**src/rtl/fp_addsub_arbiter.sv**
```systemverilog
// Round-robin front end that shares one combinational fp add/sub datapath among NREQ clients.
// Define FP_ARB_STATS_EN to build the saturating stat_ops/stat_ovf counters.

module fp_arb_lane #(
    parameter int ID_W = 2,
    parameter int IDX  = 0
) (
    input  logic            valid,
    input  logic [ID_W-1:0] rr_ptr,
    output logic            at_or_above
);
    // Requests at or past the pointer win first; the rest only matter on wrap.
    assign at_or_above = valid && (ID_W'(IDX) >= rr_ptr);
endmodule

module fp_addsub_arbiter #(
    parameter int NREQ      = 4,
    parameter int ID_W      = 2,
    parameter int ADDER_LAT = 1
) (
    input  logic               clk,
    input  logic               rst,
    input  logic [NREQ-1:0]    req_valid,
    output logic [NREQ-1:0]    req_ready,
    input  logic [NREQ*32-1:0] req_a,
    input  logic [NREQ*32-1:0] req_b,
    input  logic [NREQ-1:0]    req_op,
    output logic [31:0]        adder_a,
    output logic [31:0]        adder_b,
    input  logic [31:0]        adder_result,
    input  logic               adder_ovf,
    output logic               rsp_valid,
    input  logic               rsp_ready,
    output logic [ID_W-1:0]    rsp_id,
    output logic [31:0]        rsp_result,
    output logic               rsp_ovf,
    output logic               busy,
    output logic [15:0]        stat_ops,
    output logic [15:0]        stat_ovf
);
    typedef enum logic [1:0] {IDLE, WAIT, RESP} state_t;

    state_t                state_q, state_d;
    logic [ID_W-1:0]       rr_ptr, grant_idx, id_q;
    logic [3:0]            cnt;
    logic [NREQ-1:0]       upper;
    logic [NREQ-1:0][31:0] a_vec, b_vec;
    logic                  grant_fire, capture, rsp_fire;

    assign a_vec = req_a;
    assign b_vec = req_b;

    for (genvar i = 0; i < NREQ; i++) begin : g_lane
        fp_arb_lane #(.ID_W(ID_W), .IDX(i)) u_lane (
            .valid      (req_valid[i]),
            .rr_ptr     (rr_ptr),
            .at_or_above(upper[i])
        );
    end

    // Lowest index in the upper window, else lowest index overall (wrap).
    always_comb begin
        grant_idx = '0;
        for (int i = NREQ - 1; i >= 0; i--) begin
            if (|upper ? upper[i] : req_valid[i]) grant_idx = ID_W'(i);
        end
    end

    always_comb begin
        state_d    = state_q;
        req_ready  = '0;
        grant_fire = 1'b0;
        capture    = 1'b0;
        rsp_fire   = 1'b0;
        case (state_q)
            IDLE: if (|req_valid) begin
                req_ready[grant_idx] = 1'b1;
                grant_fire           = 1'b1;
                state_d              = WAIT;
            end
            WAIT: if (cnt == 4'd1) begin
                capture = 1'b1;
                state_d = RESP;
            end
            RESP: if (rsp_ready) begin
                rsp_fire = 1'b1;
                state_d  = IDLE;
            end
            default: state_d = IDLE;
        endcase
    end

    assign rsp_valid = (state_q == RESP);
    assign busy      = (state_q != IDLE);

    always_ff @(posedge clk or posedge rst) begin
        if (rst) begin
            state_q    <= IDLE;
            rr_ptr     <= '0;
            cnt        <= '0;
            id_q       <= '0;
            adder_a    <= '0;
            adder_b    <= '0;
            rsp_id     <= '0;
            rsp_result <= '0;
            rsp_ovf    <= 1'b0;
        end else begin
            state_q <= state_d;
            if (grant_fire) begin
                adder_a <= a_vec[grant_idx];
                // Subtraction is only a sign flip; the adder sees A + (-B).
                adder_b <= b_vec[grant_idx] ^ {req_op[grant_idx], 31'b0};
                id_q    <= grant_idx;
                rr_ptr  <= (grant_idx == ID_W'(NREQ - 1)) ? '0 : grant_idx + ID_W'(1);
                cnt     <= 4'(ADDER_LAT);
            end else if (state_q == WAIT) begin
                cnt <= cnt - 4'd1;
            end
            if (capture) begin
                rsp_result <= adder_result;
                rsp_ovf    <= adder_ovf;
                rsp_id     <= id_q;
            end
        end
    end

`ifdef FP_ARB_STATS_EN
    always_ff @(posedge clk or posedge rst) begin
        if (rst) begin
            stat_ops <= '0;
            stat_ovf <= '0;
        end else if (rsp_fire) begin
            if (stat_ops != 16'hFFFF) stat_ops <= stat_ops + 16'd1;
            if (rsp_ovf && stat_ovf != 16'hFFFF) stat_ovf <= stat_ovf + 16'd1;
        end
    end
`else
    assign stat_ops = 16'h0000;
    assign stat_ovf = 16'h0000;
`endif

endmodule
```
**config.mk**
```make
export PLATFORM = sky130hd
export DESIGN_NAME = fp_addsub_arbiter
export DESIGN_NICKNAME = d
export VERILOG_FILES = /design/src/rtl/fp_addsub_arbiter.sv
export SDC_FILE = /design/constraint.sdc
export NUM_CORES = 1
export LEC_CHECK = 0
export ABC_CLOCK_PERIOD_IN_PS = 13400
export CAP_MARGIN = 20
export CORE_AREA = 2 2 169 171
export CTS_CLUSTER_SIZE = 12
export DETAILED_ROUTE_END_ITERATION = 7
export DIE_AREA = 0 0 171 173
export SYNTH_ARGS = -nofsm -noshare
export SYNTH_HDL_FRONTEND = slang
export SYNTH_SLANG_ARGS = --single-unit
export TNS_END_PERCENT = 100
```
**constraint.sdc**
```tcl
create_clock -name clk -period 13.4 [get_ports clk]
set_clock_uncertainty 0.15 [all_clocks]
set_input_delay 4.02 -clock clk [delete_from_list [all_inputs] [get_ports clk]]
set_output_delay 4.02 -clock clk [all_outputs]
set_load 0.005 [all_outputs]
```
==> summary.md <==
| Metric | Value |
|---|---|
| Status | `complete, but fails checks` |
| Failing checks | `DRC` |
| DPL Wire Length | `17.4 mm` |
| Setup TNS | `0 ns` |
| CTS resizes | `0` |
| DR DRC count | `6` |
| CTS Root Cell | `clkbuf_16` |
| Slew Limit Fails | `0` |
| Period utilization | `approximately four fifths` |
| DIE WIDTH | `171 µm` |
| P per Cell Area | `179 nW/µm²` |
| Largest net degree at the start of global routing | `80` |
| CTS buffer count | `9` |
| Clk sinks | `109` |
| Fmax | `92.0 MHz` |
| Worst flop-to-flop path startpoint | `rr_ptr[1]` |
| Yosys top cell by area | `dfrtp_1` |
| Worst slew margin | `between 20 and 30%` |
| Yosys top cell area share | `44.8%` |
| Initial antenna violation count | `0` |
| Synth area leaders | `dfrtp_1, mux2_2, a222oi_1` |
| Worst Hold Endpoint | `adder_a[23]` |
| First-pass GRT wire length | `around 35 mm` |
| Area of the core | `27600 µm²` |
| Total GRT Usage | `15.2%` |
| Clock-pin slew on the worst setup and hold paths | `approximately 0.08 ns` |
| Routed len/inst | `17.5 µm` |
| Hold depth | `2` |
| Fin util | `38.5%` |
| CP Capture Type | `output port` |
| Unrepaired setup endpoints after global routing | `false` |
| R2R depth | `7` |
| Clock tree buffer depth | `2` |
| Final Setup Violations | `0` |
| Type of origin of the critical path | `input pin` |
| DR pass1 iterations | `8` |
| Data required time of the critical path | `9.23 ns` |
| Max cap viols | `0` |
| I/O Pins | `between 400 and 500` |
| Tmin final | `10.87 ns` |
| Post-Route WL | `between 20 and 25 mm` |
| FP Rows | `61` |
| Top cells by count, synth | `dfrtp_1, nand2_1, a222oi_1, mux2_2, o21ai_1` |
| Post-synth EDFFs | `0` |
| Final ANT Viol Nets | `0` |
| Leak | `4.29 nW` |
| Post-synth ARST share | `between 90% and 100%` |
| Gp weighted congestion | `0.841` |
| Number of global-route vias before repair | `~6200` |
| Hold buffer count at cts | `0` |
| Starting DRT DRC Count | `about 420` |
| Diode count | `0` |
| Initial core utilization | `22.1%` |
| Worst VDD drop | `between 60 and 70 µV` |
| Share of cells above drive strength 1 | `between 10% and 20%` |
| DR vias/cell | `~4.5` |
| Sequential fraction of the synthesis area | `between 40% and 50%` |
| Register bit total from synthesis | `between 100 and 150` |
| Area growth, synth to finish | `74.6%` |
| Synth Area per Inst | `around 11 µm²` |
| Port Buffers | `around 400` |
| Fin. Hold Viols | `0` |
| CP arrival | `between 6 and 7 ns` |
| Worst-Skew Late Latency | `about 0.35 ns` |
| Cell with the most instances after synthesis | `dfrtp_1` |
| Max FO, Critical Path | `67` |
| CTS tree | `done` |
| Syn Std Cell Area | `between 6000 and 7000 µm²` |
| Synth Instances | `560` |
| R2r endpoint | `adder_b[17]` |
| Worst-Margin Slew | `about 1.1 ns` |
| GR Overflow Total | `0` |
| Die area | `slightly below 30000 µm²` |
| Crit Path Class | `input pin to output port` |
| Synth Flop Type | `dfrtp_1` |
| FILL cells | `between 2000 and 3000` |
| Final nets | `roughly 1200` |
| Die height | `~170 µm` |
| Synth cell types | `42` |
| Post-CTS Setup Inserts | `0` |
| Vias post-DR | `about 5900` |
| YS warnings | `0` |
| Hold Path Origin | `adder_a[23]` |
| Hold Crit Class | `flip-flop to flip-flop` |
| H-tree Lvls | `3` |
| Reg2Reg Setup Slack | `between 10 and 15 ns` |
-- worst max-delay path, stage by stage --
cell             delay [ns]
clkdlybuf4s50_1        0.62
a21oi_1                0.11
o21a_1                 0.17
o22a_1                 0.24
inv_2                  0.06
buf_4                  0.56
ha_1                   0.26
and2_1                 0.14
clkdlybuf4s50_1        0.50
-- cells in the final DEF, fill, tap and decap left out, types with 3 or more instances in the layout --
| cell type | netlist | routed |
|---|---|---|
| clkdlybuf4s50_1 | 0 | 404 |
| dfrtp_1 | 109 | 109 |
| nand2_1 | 75 | 75 |
| a222oi_1 | 63 | 63 |
| mux2_2 | 61 | 61 |
| o21ai_1 | 55 | 55 |
| conb_1 | 1 | 32 |
| mux2_4 | 30 | 30 |
| o21ai_0 | 15 | 15 |
| nor2_1 | 11 | 11 |
| clkbuf_16 | 0 | 9 |
| mux2_1 | 7 | 7 |
| buf_4 | 32 | 7 |
| inv_1 | 7 | 5 |
| a21oi_1 | 5 | 4 |
| nand2b_4 | 2 | 3 |
| nand2b_1 | 4 | 3 |
| a21o_1 | 3 | 3 |
| ha_1 | 3 | 3 |
-- where the power goes --
part	internal (W)	leakage (nW)	switching (W)
combinational	0.000607	2.83	0.000449
sequential	0.000492	1.33	0.0000909
clock	0.000130	0.133	0.000137
-- cell families (layout without fill, tap and decap cells) --
logic type	count (synthesis)	in the layout	synth area share [%]
mux	98	98	20.0
flops	109	109	44.8
compound gates	156	156	18.8
simple gates	105	105	7.49
xor+xnor	2	2	0.287
other cells	1	32	0.0615
fa+ha+maj	3	3	0.616
buf+inv	86	434	8.03
-- sequential cells by signal, indices dropped and copies added, names as in the netlist --
register and count:
rsp_result 32, rsp_id 2, adder_b 32, state_q 2, rr_ptr 2, adder_a 32, rsp_ovf 1, id_q 2
cnt 4
-- area by class of cell --
class	instances	area (µm²)	area share [%]
multi-input combinational	396	3030	28.5
tap	378	473	4.44
timing repair buffer	411	4100	38.5
inverter	7	28.8	0.270
clock buffer	10	229	2.15
sequential	109	2730	25.6
clock inverter	6	55.1	0.517
-- per-layer routing --
| metal | wire length, µm | GRT usage (%) | vias to the layer above | share of wire (%) |
|---|---|---|---|---|
| met1 | 9390 | 18.6 | 2813 | 41 |
| met2 | 11400 | 26.3 | 307 | 50 |
| met3 | 1940 | 3.94 | 17 | 8.4 |
| li1 | - | - | 2797 | - |
| met4 | 308 | 3.74 | 0 | 1.3 |
| met5 | 0 | 0 | - | 0 |
-- stage by stage --
stage / hold slack, ns / std cells / power, W / setup slack [ns] / instance area, µm²
5_1_grt: 0.363 / 1317 / 0.00206 / 2.29 / 10600
3_3_place_gp: 0.310 / 1301 / 0.00165 / 2.48 / 10400
2_1_floorplan: 0.293 / 591 / 0.00113 / 4.03 / 6210
6_report: 0.333 / 1317 / 0.00191 / 2.53 / 10600
4_1_cts: 0.334 / 1317 / 0.00195 / 2.49 / 10600
3_5_place_dp: 0.315 / 1301 / 0.00166 / 2.50 / 10400
-- worst max path at each step --
stage                 startpoint  slack (ns)           end  depth (start not counted)
CTS                 req_valid[0]        2.49  req_ready[0]                          9
floorplan           req_valid[3]        4.03  req_ready[2]                          7
finish              req_valid[0]        2.53  req_ready[0]                          9
detailed placement  req_valid[0]        2.50  req_ready[0]                          9
global route        req_valid[0]        2.29  req_ready[0]                          9
global placement    req_valid[0]        2.48  req_ready[0]                          9
Power figures use the tool's default switching activity.
